`src/rtl/innerproduct_pkg.sv`:
```
// Shared definitions for the inner-product MAC slice.
//   - DEF_DW / DEF_NFEAT : default data width and theta count
//   - state_t            : MAC controller states
package innerproduct_pkg;

  localparam int DEF_DW    = 32;
  localparam int DEF_NFEAT = 41;

  typedef enum logic [1:0] {
    IDLE = 2'd0,
    ACC  = 2'd1,
    OUT  = 2'd2
  } state_t;

endpackage

```
`src/rtl/innerproduct_mac_if.sv`:
```
// Bus bundle for innerproduct_mac: theta write port, feature stream in,
// inner-product result out.
//   theta_we/theta_addr/theta_wdata : theta register write
//   x_valid/x_ready/x_data/x_last   : feature beat stream (into the MAC)
//   h_valid/h_ready/h_data/err_len  : result stream and length-error pulse
// slave = MAC side, master = driver side.
interface innerproduct_mac_if
  import innerproduct_pkg::*;
#(
  parameter int DW    = DEF_DW,
  parameter int NFEAT = DEF_NFEAT
) ();

  localparam int AW = $clog2(NFEAT);

  logic          theta_we;
  logic [AW-1:0] theta_addr;
  logic [DW-1:0] theta_wdata;

  logic          x_valid;
  logic          x_ready;
  logic [DW-1:0] x_data;
  logic          x_last;

  logic          h_valid;
  logic          h_ready;
  logic [DW-1:0] h_data;
  logic          err_len;

  modport slave (
    input  theta_we, theta_addr, theta_wdata,
    input  x_valid, x_data, x_last,
    output x_ready,
    output h_valid, h_data, err_len,
    input  h_ready
  );

  modport master (
    output theta_we, theta_addr, theta_wdata,
    output x_valid, x_data, x_last,
    input  x_ready,
    input  h_valid, h_data, err_len,
    output h_ready
  );

endinterface

```
`src/rtl/innerproduct_mac_theta_regfile.sv`:
```
// theta_regfile: NFEAT x DW coefficient store, one synchronous write port,
// all entries visible in parallel. Synchronous active-high reset clears all.
//   clk, rst  : clock / sync reset
//   i_we      : write strobe
//   i_addr    : write index (values >= NFEAT are ignored)
//   i_wdata   : write value
//   o_theta   : all NFEAT entries
module theta_regfile #(
  parameter int DW    = 32,
  parameter int NFEAT = 41
) (
  input  logic                     clk,
  input  logic                     rst,
  input  logic                     i_we,
  input  logic [$clog2(NFEAT)-1:0] i_addr,
  input  logic [DW-1:0]            i_wdata,
  output logic [DW-1:0]            o_theta [NFEAT]
);

  localparam int AW = $clog2(NFEAT);

  logic [DW-1:0] r_theta [NFEAT];

  // Address decode only matches valid entries, so out-of-range writes drop.
  always_ff @(posedge clk) begin
    if (rst) begin
      for (int unsigned k = 0; k < NFEAT; k++) r_theta[k] <= '0;
    end else begin
      for (int unsigned k = 0; k < NFEAT; k++) begin
        if (i_we && (i_addr == AW'(k))) r_theta[k] <= i_wdata;
      end
    end
  end

  assign o_theta = r_theta;

endmodule

```
`src/rtl/innerproduct_mac.sv`:
```
// innerproduct_mac: streams feature beats x[i] and computes
//   h = theta[0] + sum_i x[i]*theta[i+1]   (terms masked by FEAT_MASK)
// Ports:
//   clk  : clock
//   rst  : synchronous active-high reset
//   bus  : innerproduct_mac_if.slave (theta write, x stream, h stream, err_len)
// Build option INNERPROD_SAT_EN: full-width products and a wide accumulator
// with h_data saturated to the signed DW range. Without it, all arithmetic
// wraps at DW bits. Latency is identical in both builds.
module innerproduct_mac
  import innerproduct_pkg::*;
#(
  parameter int               DW        = DEF_DW,
  parameter int               NFEAT     = DEF_NFEAT,
  parameter logic [NFEAT-1:0] FEAT_MASK = '1
) (
  input logic                clk,
  input logic                rst,
  innerproduct_mac_if.slave  bus
);

  localparam int IW = $clog2(NFEAT);

`ifdef INNERPROD_SAT_EN
  localparam int PW   = 2 * DW;
  localparam int ACCW = 2 * DW + $clog2(NFEAT);
  localparam logic signed [ACCW-1:0] SAT_MAX = ACCW'($signed({1'b0, {(DW-1){1'b1}}}));
  localparam logic signed [ACCW-1:0] SAT_MIN = ACCW'($signed({1'b1, {(DW-1){1'b0}}}));

  function automatic logic [DW-1:0] f_result(input logic signed [ACCW-1:0] a);
    if (a > SAT_MAX)      return SAT_MAX[DW-1:0];
    else if (a < SAT_MIN) return SAT_MIN[DW-1:0];
    else                  return a[DW-1:0];
  endfunction
`else
  localparam int PW   = DW;
  localparam int ACCW = DW;

  function automatic logic [DW-1:0] f_result(input logic signed [ACCW-1:0] a);
    return a;
  endfunction
`endif

  logic [DW-1:0]           w_theta [NFEAT];

  state_t                  r_state;
  state_t                  w_state_next;
  logic [IW-1:0]           r_idx;
  logic signed [ACCW-1:0]  r_acc;
  logic [DW-1:0]           r_h_data;
  logic                    r_err;

  logic                    w_fire;
  logic                    w_x_ready;
  logic                    w_h_valid;
  logic [IW-1:0]           w_beat_idx;
  logic [IW-1:0]           w_sel;
  logic [DW-1:0]           w_theta_sel;
  logic signed [PW-1:0]    w_prod;
  logic signed [ACCW-1:0]  w_term;
  logic signed [ACCW-1:0]  w_base;
  logic signed [ACCW-1:0]  w_acc_next;
  logic                    w_last_idx;
  logic                    w_end;

  theta_regfile #(
    .DW    (DW),
    .NFEAT (NFEAT)
  ) u_theta (
    .clk     (clk),
    .rst     (rst),
    .i_we    (bus.theta_we),
    .i_addr  (bus.theta_addr),
    .i_wdata (bus.theta_wdata),
    .o_theta (w_theta)
  );

  // Ready is decoded from state directly so the fire term has no loop
  // through the FSM output process.
  assign w_fire = bus.x_valid && (r_state != OUT);

  // A beat in IDLE is always beat 0 and seeds the accumulator with the bias.
  assign w_beat_idx  = (r_state == IDLE) ? '0 : r_idx;
  assign w_sel       = w_beat_idx + IW'(1);
  assign w_theta_sel = w_theta[w_sel];
  assign w_prod      = PW'($signed(bus.x_data)) * PW'($signed(w_theta_sel));
  assign w_term      = FEAT_MASK[w_sel] ? ACCW'(w_prod) : '0;
  assign w_base      = (r_state == IDLE) ? ACCW'($signed(w_theta[0])) : r_acc;
  assign w_acc_next  = w_base + w_term;
  assign w_last_idx  = (w_beat_idx == IW'(NFEAT - 2));
  assign w_end       = bus.x_last || w_last_idx;

  always_comb begin
    w_state_next = r_state;
    w_x_ready    = 1'b0;
    w_h_valid    = 1'b0;
    case (r_state)
      IDLE: begin
        w_x_ready = 1'b1;
        if (w_fire) w_state_next = w_end ? OUT : ACC;
      end
      ACC: begin
        w_x_ready = 1'b1;
        if (w_fire && w_end) w_state_next = OUT;
      end
      OUT: begin
        w_h_valid = 1'b1;
        if (bus.h_ready) w_state_next = IDLE;
      end
      default: w_state_next = IDLE;
    endcase
  end

  always_ff @(posedge clk) begin
    if (rst) begin
      r_state  <= IDLE;
      r_idx    <= '0;
      r_acc    <= '0;
      r_h_data <= '0;
      r_err    <= 1'b0;
    end else begin
      r_state <= w_state_next;
      r_err   <= 1'b0;
      if (w_fire) begin
        r_acc <= w_acc_next;
        r_idx <= w_beat_idx + IW'(1);
        if (w_end) begin
          r_idx    <= '0;
          r_h_data <= f_result(w_acc_next);
          // Length error: x_last and the final index must coincide.
          r_err    <= bus.x_last ^ w_last_idx;
        end
      end
    end
  end

  assign bus.x_ready = w_x_ready;
  assign bus.h_valid = w_h_valid;
  assign bus.h_data  = r_h_data;
  assign bus.err_len = r_err;

endmodule
```
`src/flat_wrapper.sv`:
```
// flat-port wrapper written by rule: the top's interface ports become plain ports
module innerproduct_mac_flat import innerproduct_pkg::*;
#(
  parameter int               DW        = DEF_DW,
  parameter int               NFEAT     = DEF_NFEAT,
  parameter logic [NFEAT-1:0] FEAT_MASK = '1
)
  (clk, rst, bus_theta_we, bus_theta_addr, bus_theta_wdata, bus_x_valid, bus_x_data, bus_x_last, bus_x_ready, bus_h_valid, bus_h_data, bus_err_len, bus_h_ready);
  innerproduct_mac_if #(.DW(DW), .NFEAT(NFEAT)) bus_i ();
  input logic clk;
  input logic rst;
  input wire logic [$bits(bus_i.theta_we)-1:0] bus_theta_we;
  input wire logic [$bits(bus_i.theta_addr)-1:0] bus_theta_addr;
  input wire logic [$bits(bus_i.theta_wdata)-1:0] bus_theta_wdata;
  input wire logic [$bits(bus_i.x_valid)-1:0] bus_x_valid;
  input wire logic [$bits(bus_i.x_data)-1:0] bus_x_data;
  input wire logic [$bits(bus_i.x_last)-1:0] bus_x_last;
  output wire logic [$bits(bus_i.x_ready)-1:0] bus_x_ready;
  output wire logic [$bits(bus_i.h_valid)-1:0] bus_h_valid;
  output wire logic [$bits(bus_i.h_data)-1:0] bus_h_data;
  output wire logic [$bits(bus_i.err_len)-1:0] bus_err_len;
  input wire logic [$bits(bus_i.h_ready)-1:0] bus_h_ready;
  assign bus_i.theta_we = bus_theta_we;
  assign bus_i.theta_addr = bus_theta_addr;
  assign bus_i.theta_wdata = bus_theta_wdata;
  assign bus_i.x_valid = bus_x_valid;
  assign bus_i.x_data = bus_x_data;
  assign bus_i.x_last = bus_x_last;
  assign bus_x_ready = bus_i.x_ready;
  assign bus_h_valid = bus_i.h_valid;
  assign bus_h_data = bus_i.h_data;
  assign bus_err_len = bus_i.err_len;
  assign bus_i.h_ready = bus_h_ready;
  innerproduct_mac #(.DW(DW), .NFEAT(NFEAT), .FEAT_MASK(FEAT_MASK)) u_core (.clk(clk), .rst(rst), .bus(bus_i));
endmodule
```
`config.mk`:
```
export PLATFORM = sky130hd
export DESIGN_NAME = innerproduct_mac_flat
export DESIGN_NICKNAME = d
export VERILOG_FILES = /design/src/rtl/innerproduct_pkg.sv /design/src/rtl/innerproduct_mac_if.sv /design/src/rtl/innerproduct_mac_theta_regfile.sv /design/src/rtl/innerproduct_mac.sv /design/src/flat_wrapper.sv
export SDC_FILE = /design/constraint.sdc
export NUM_CORES = 2
export LEC_CHECK = 0
export CAP_MARGIN = 30
export CORE_MARGIN = 1
export CORE_UTILIZATION = 41
export CTS_CLUSTER_SIZE = 16
export DETAILED_ROUTE_END_ITERATION = 10
export DONT_BUFFER_PORTS = 1
export SLEW_MARGIN = 15
export SYNTH_ARGS = -nofsm -noshare
export SYNTH_HDL_FRONTEND = slang
export SYNTH_SLANG_ARGS = --single-unit
export TNS_END_PERCENT = 1
```
`constraint.sdc`:
```
create_clock -name clk -period 27.9 [get_ports clk]
set_clock_uncertainty 0.2 [all_clocks]
set_input_delay 1.395 -clock clk [delete_from_list [all_inputs] [get_ports clk]]
set_output_delay 1.395 -clock clk [all_outputs]
set_load 0.005 [all_outputs]
```
==> impl_summary.txt <==
----------------------------------------------------
[Setup path]
  Required time at the endpoint of the critical path ... 28.37 ns
  Critical path class ... flip-flop to flip-flop
  Delay of the slowest critical-path stage ... around 0.78 ns
  Type of element capturing the critical path ... flip-flop
  Reg2reg setup slack ... around 14 ns
  Crit path arrival time ... 14.70 ns
  Top fanout value on the critical path ... 41
  Startpoint types ... flip-flop
  Critical path's slowest cell ... sky130_fd_sc_hd__dfxtp_4

[CTS]
  # Post-CTS Setup Buffers ... 0
  Post-cts sizing count ... 0
  Worst-skew pair later-pin latency ... 0.81 ns
  CTS Sinks ... 1385
  Clock tree buffer depth ... 3
  CTS Root Buffer Type ... sky130_fd_sc_hd__clkbuf_16
  Number of H-tree levels ... 4
  CTS buffer count ... ~150
  CTS tree ... yes
  Hold Buf Count CTS ... 0
  Clock transition at the register clock pins on the worst setup and hold paths after CTS ... approximately 0.06 ns

[Placed design]
  Final HPWL from detailed placement ... between 150000 and 200000 µm
  Post-placement cell area ... about 80000 µm²
  Routability Congestion ... around 0.96
  Count of port buffers added during placement ... 0

[STA]
  Worst-Margin Slew ... around 1.3 ns
  Final setup violation count ... 0
  Final min period ... approximately 14 ns
  Highest achievable clock rate ... roughly 0.07 GHz
  Worst slew margin relative to its limit ... 0.129
  Setup repair after global routing missed its margin ... no
  Final number of hold-violating endpoints ... 0
  Final count of pins violating max slew ... 0
  Sum of negative setup slack ... 0 ns
  Period utilization ... 0.510

[Synth]
  Synth area leaders ... sky130_fd_sc_hd__dfxtp_1 (35%), sky130_fd_sc_hd__nand2_1 (15%), sky130_fd_sc_hd__fa_1 (10%)
  Count of unique library cells instantiated by Yosys ... approximately 100
  Number of synthesized flops with an enable pin ... 0
  Register bit total from synthesis ... 1385
  Synth top area share ... 0.352
  Top_reg_cell synth ... sky130_fd_sc_hd__dfxtp_1
  Synthesized netlist cell count ... 10300
  Mean post-synth cell area ... around 7.7 µm²
  Sequential element share of the synthesized area ... 0.352
  Post-synth net total ... 10900
  Yosys warning total ... 0
  Asr flop ratio synth ... 0
  Post-Synthesis Cell Area ... between 70000 and 80000 µm²
  Most area-hungry cell type in the Yosys netlist ... sky130_fd_sc_hd__dfxtp_1

[Detailed routing]
  Final Routed Wirelength ... about 330000 µm
  Detailed-route DRC error count ... 0
  Number of nets with antenna violations after detailed routing ... 0
  Vias/cell ... around 6.0
  Mean routed wirelength per cell ... ~27 µm
  Total vias in the final route ... approximately 74000
  First-pass iteration count of the detailed router ... 6
  Number of DRC markers in iteration 0 ... 9977

[Floorplan]
  Initial standard-cell utilization of the core ... 0.414
  Die Wd ... between 400 and 500 µm
  Placeable core region ... between 150000 and 200000 µm²
  I/O pin cnt ... approximately 110
  FP Rows ... 160
  Die Footprint ... around 190000 µm²
  Die Height ... approximately 440 µm

[Job]
  Number of violations of the max-capacitance limit ... 0

[Global route]
  Number of antenna violations at the first check in global routing ... 10
  Wire length of the first global-routing pass ... approximately 470000 µm
  Remaining global-route overflow ... 0
  Vias in the first global route ... about 70000
  Pin count of the biggest net entering global routing ... 1394
  Overall routing resource usage ... 0.327

[Power]
  Worst VDD drop ... 0.0000674 V
  Total power divided by cell area ... 54.2 nW/µm²
  Leakage Power ... between 30 and 40 nW

[Worst hold path]
  Hold Path Class ... flip-flop to flip-flop

[Finish]
  Relative area change from synthesis to final layout ... 7.18%
  Number of fill cells ... between 15000 and 20000
  Number of nets in the layout ... a little over 10000
  Fraction of final layout cells sized beyond drive strength 1 ... 0.0637
  Final std cell area, no fill ... between 80000 and 90000 µm²

[Run status]
  Run status ... complete, no violations

----------------------------------------------------
==> synthesized netlist by cell type, types with 21 or more instances <==
library cell,n
sky130_fd_sc_hd__nor3_1,61
sky130_fd_sc_hd__a22oi_1,23
sky130_fd_sc_hd__inv_1,500
sky130_fd_sc_hd__buf_2,99
sky130_fd_sc_hd__clkbuf_1,681
sky130_fd_sc_hd__o21ai_0,131
sky130_fd_sc_hd__a211oi_1,73
sky130_fd_sc_hd__nor2_1,323
sky130_fd_sc_hd__buf_6,51
sky130_fd_sc_hd__ha_1,184
sky130_fd_sc_hd__a21o_1,31
sky130_fd_sc_hd__nor2b_1,39
sky130_fd_sc_hd__a21oi_1,1529
sky130_fd_sc_hd__o22ai_1,223
sky130_fd_sc_hd__xnor2_1,70
sky130_fd_sc_hd__mux2_2,77
sky130_fd_sc_hd__buf_4,59
sky130_fd_sc_hd__a221oi_1,56
sky130_fd_sc_hd__a31oi_1,33
sky130_fd_sc_hd__dfxtp_1,1385
sky130_fd_sc_hd__nand2_1,3220
sky130_fd_sc_hd__nand2b_1,106
sky130_fd_sc_hd__mux2i_1,83
sky130_fd_sc_hd__o221ai_1,92
sky130_fd_sc_hd__o211ai_1,31
sky130_fd_sc_hd__nand3_1,61
sky130_fd_sc_hd__buf_1,28
sky130_fd_sc_hd__a2bb2oi_1,29
sky130_fd_sc_hd__and2_1,194
sky130_fd_sc_hd__o31ai_1,30
sky130_fd_sc_hd__or3_1,37
sky130_fd_sc_hd__o21a_1,21
sky130_fd_sc_hd__fa_1,409
==> area by class of cell <==
class,instances,area [µm²],share of cell area
flip-flops and latches,1385,27700,0.328
clock inverters,30,313,0.00370
diodes,4,10.0,0.000118
multi-input cells,7456,45300,0.536
well taps,2511,3140,0.0372
inverters,504,1900,0.0224
clock buffers,230,4390,0.0520
repair buffers,182,1690,0.0200
==> worst paths after layout <==
path	endpoint	cells past startpoint	startpoint
max reg2reg	u_core.r_acc[30]$_SDFFE_PP0P_	45	u_core.r_idx[0]$_SDFFE_PP0P_
min	u_core.u_theta.o_theta[160]$_SDFFE_PP0P_	2	u_core.u_theta.o_theta[160]$_SDFFE_PP0P_
max	u_core.r_acc[30]$_SDFFE_PP0P_	45	u_core.r_idx[0]$_SDFFE_PP0P_
min reg2reg	u_core.u_theta.o_theta[160]$_SDFFE_PP0P_	2	u_core.u_theta.o_theta[160]$_SDFFE_PP0P_
==> cell usage in the layout (no fill, tap or decap), types with 36 or more instances in the layout <==
| cell | netlist | layout |
|---|---|---|
| sky130_fd_sc_hd__dfxtp_1 | 1385 | 1381 |
| sky130_fd_sc_hd__a211oi_1 | 73 | 73 |
| sky130_fd_sc_hd__nand2_1 | 3220 | 3197 |
| sky130_fd_sc_hd__inv_1 | 500 | 500 |
| sky130_fd_sc_hd__ha_1 | 184 | 184 |
| sky130_fd_sc_hd__nor3_1 | 61 | 59 |
| sky130_fd_sc_hd__fa_1 | 409 | 409 |
| sky130_fd_sc_hd__mux2i_1 | 83 | 82 |
| sky130_fd_sc_hd__clkbuf_1 | 681 | 45 |
| sky130_fd_sc_hd__o21ai_0 | 131 | 131 |
| sky130_fd_sc_hd__nand3_1 | 61 | 61 |
| sky130_fd_sc_hd__or3_1 | 37 | 37 |
| sky130_fd_sc_hd__mux2_2 | 77 | 77 |
| sky130_fd_sc_hd__nor2_2 | 1 | 36 |
| sky130_fd_sc_hd__a221oi_1 | 56 | 56 |
| sky130_fd_sc_hd__o22ai_1 | 223 | 222 |
| sky130_fd_sc_hd__nand2b_1 | 106 | 104 |
| sky130_fd_sc_hd__nor2_1 | 323 | 283 |
| sky130_fd_sc_hd__xnor2_1 | 70 | 70 |
| sky130_fd_sc_hd__o221ai_1 | 92 | 92 |
| sky130_fd_sc_hd__buf_4 | 59 | 151 |
| sky130_fd_sc_hd__nor2b_1 | 39 | 38 |
| sky130_fd_sc_hd__a21oi_1 | 1529 | 1529 |
| sky130_fd_sc_hd__and2_1 | 194 | 194 |
| sky130_fd_sc_hd__clkbuf_16 | 0 | 150 |
| sky130_fd_sc_hd__clkbuf_8 | 0 | 36 |
==> logic make-up (layout without fill, tap and decap cells) <==
| group | after synthesis | after routing | share of synthesized area |
|---|---|---|---|
| muxes | 176 | 176 | 0.0255 |
| AOI/OAI and AO/OA | 2479 | 2479 | 0.186 |
| and+or+nand+nor | 4106 | 4106 | 0.212 |
| other | 0 | 4 | 0 |
| adders and majority gates | 593 | 593 | 0.133 |
| xor gates and xnor gates | 102 | 102 | 0.0133 |
| DFF | 1385 | 1385 | 0.352 |
| buffers and inverters | 1427 | 946 | 0.0779 |
==> worst max-delay path: cells and delay by family (launching register included) <==
family | cells | cell delay, ns
xor gates and xnor gates | 1 | 0.14
adders and majority gates | 10 | 3.65
and+or+nand+nor | 11 | 2.70
buffers and inverters | 9 | 2.71
DFF | 1 | 0.78
AOI/OAI and AO/OA | 14 | 3.78
==> sequential cells by signal, indices dropped and copies added (netlist names) <==
signal	flops
u_core.u_theta.o_theta	1312
u_core.r_idx	6
u_core.r_state	2
u_core.bus.h_data	32
u_core.bus.err_len	1
u_core.r_acc	32
==> metrics by stage <==
step | power, mW | worst slack [ns] | instances | hold slack, ns | utilization
floorplan | 2.48 | 17.65 | 10300 | 0.231 | -
global placement | 2.60 | 14.16 | 12000 | 0.236 | 0.416
global route | 4.71 | 13.05 | 12300 | 0.261 | 0.443
finish | 4.58 | 13.67 | 12300 | 0.249 | 0.443
detailed placement | 2.60 | 13.98 | 12000 | 0.241 | 0.417
CTS | 4.54 | 13.94 | 12300 | 0.250 | 0.442
==> metal layers <==
layer	share of wire	wire length, µm	track usage
met1	0.39	126000	0.418
met2	0.43	142000	0.499
met3	0.11	37500	0.0793
met4	0.067	22000	0.198
met5	0.00024	79	0
==> power breakdown <==
group          switching, mW  internal [mW]  total (mW)
clock                  0.871           1.10        1.97
combinational          0.387          0.201       0.588
sequential            0.0175           2.00        2.02
total                   1.28           3.30        4.58
(Power assumes the default switching activity.)
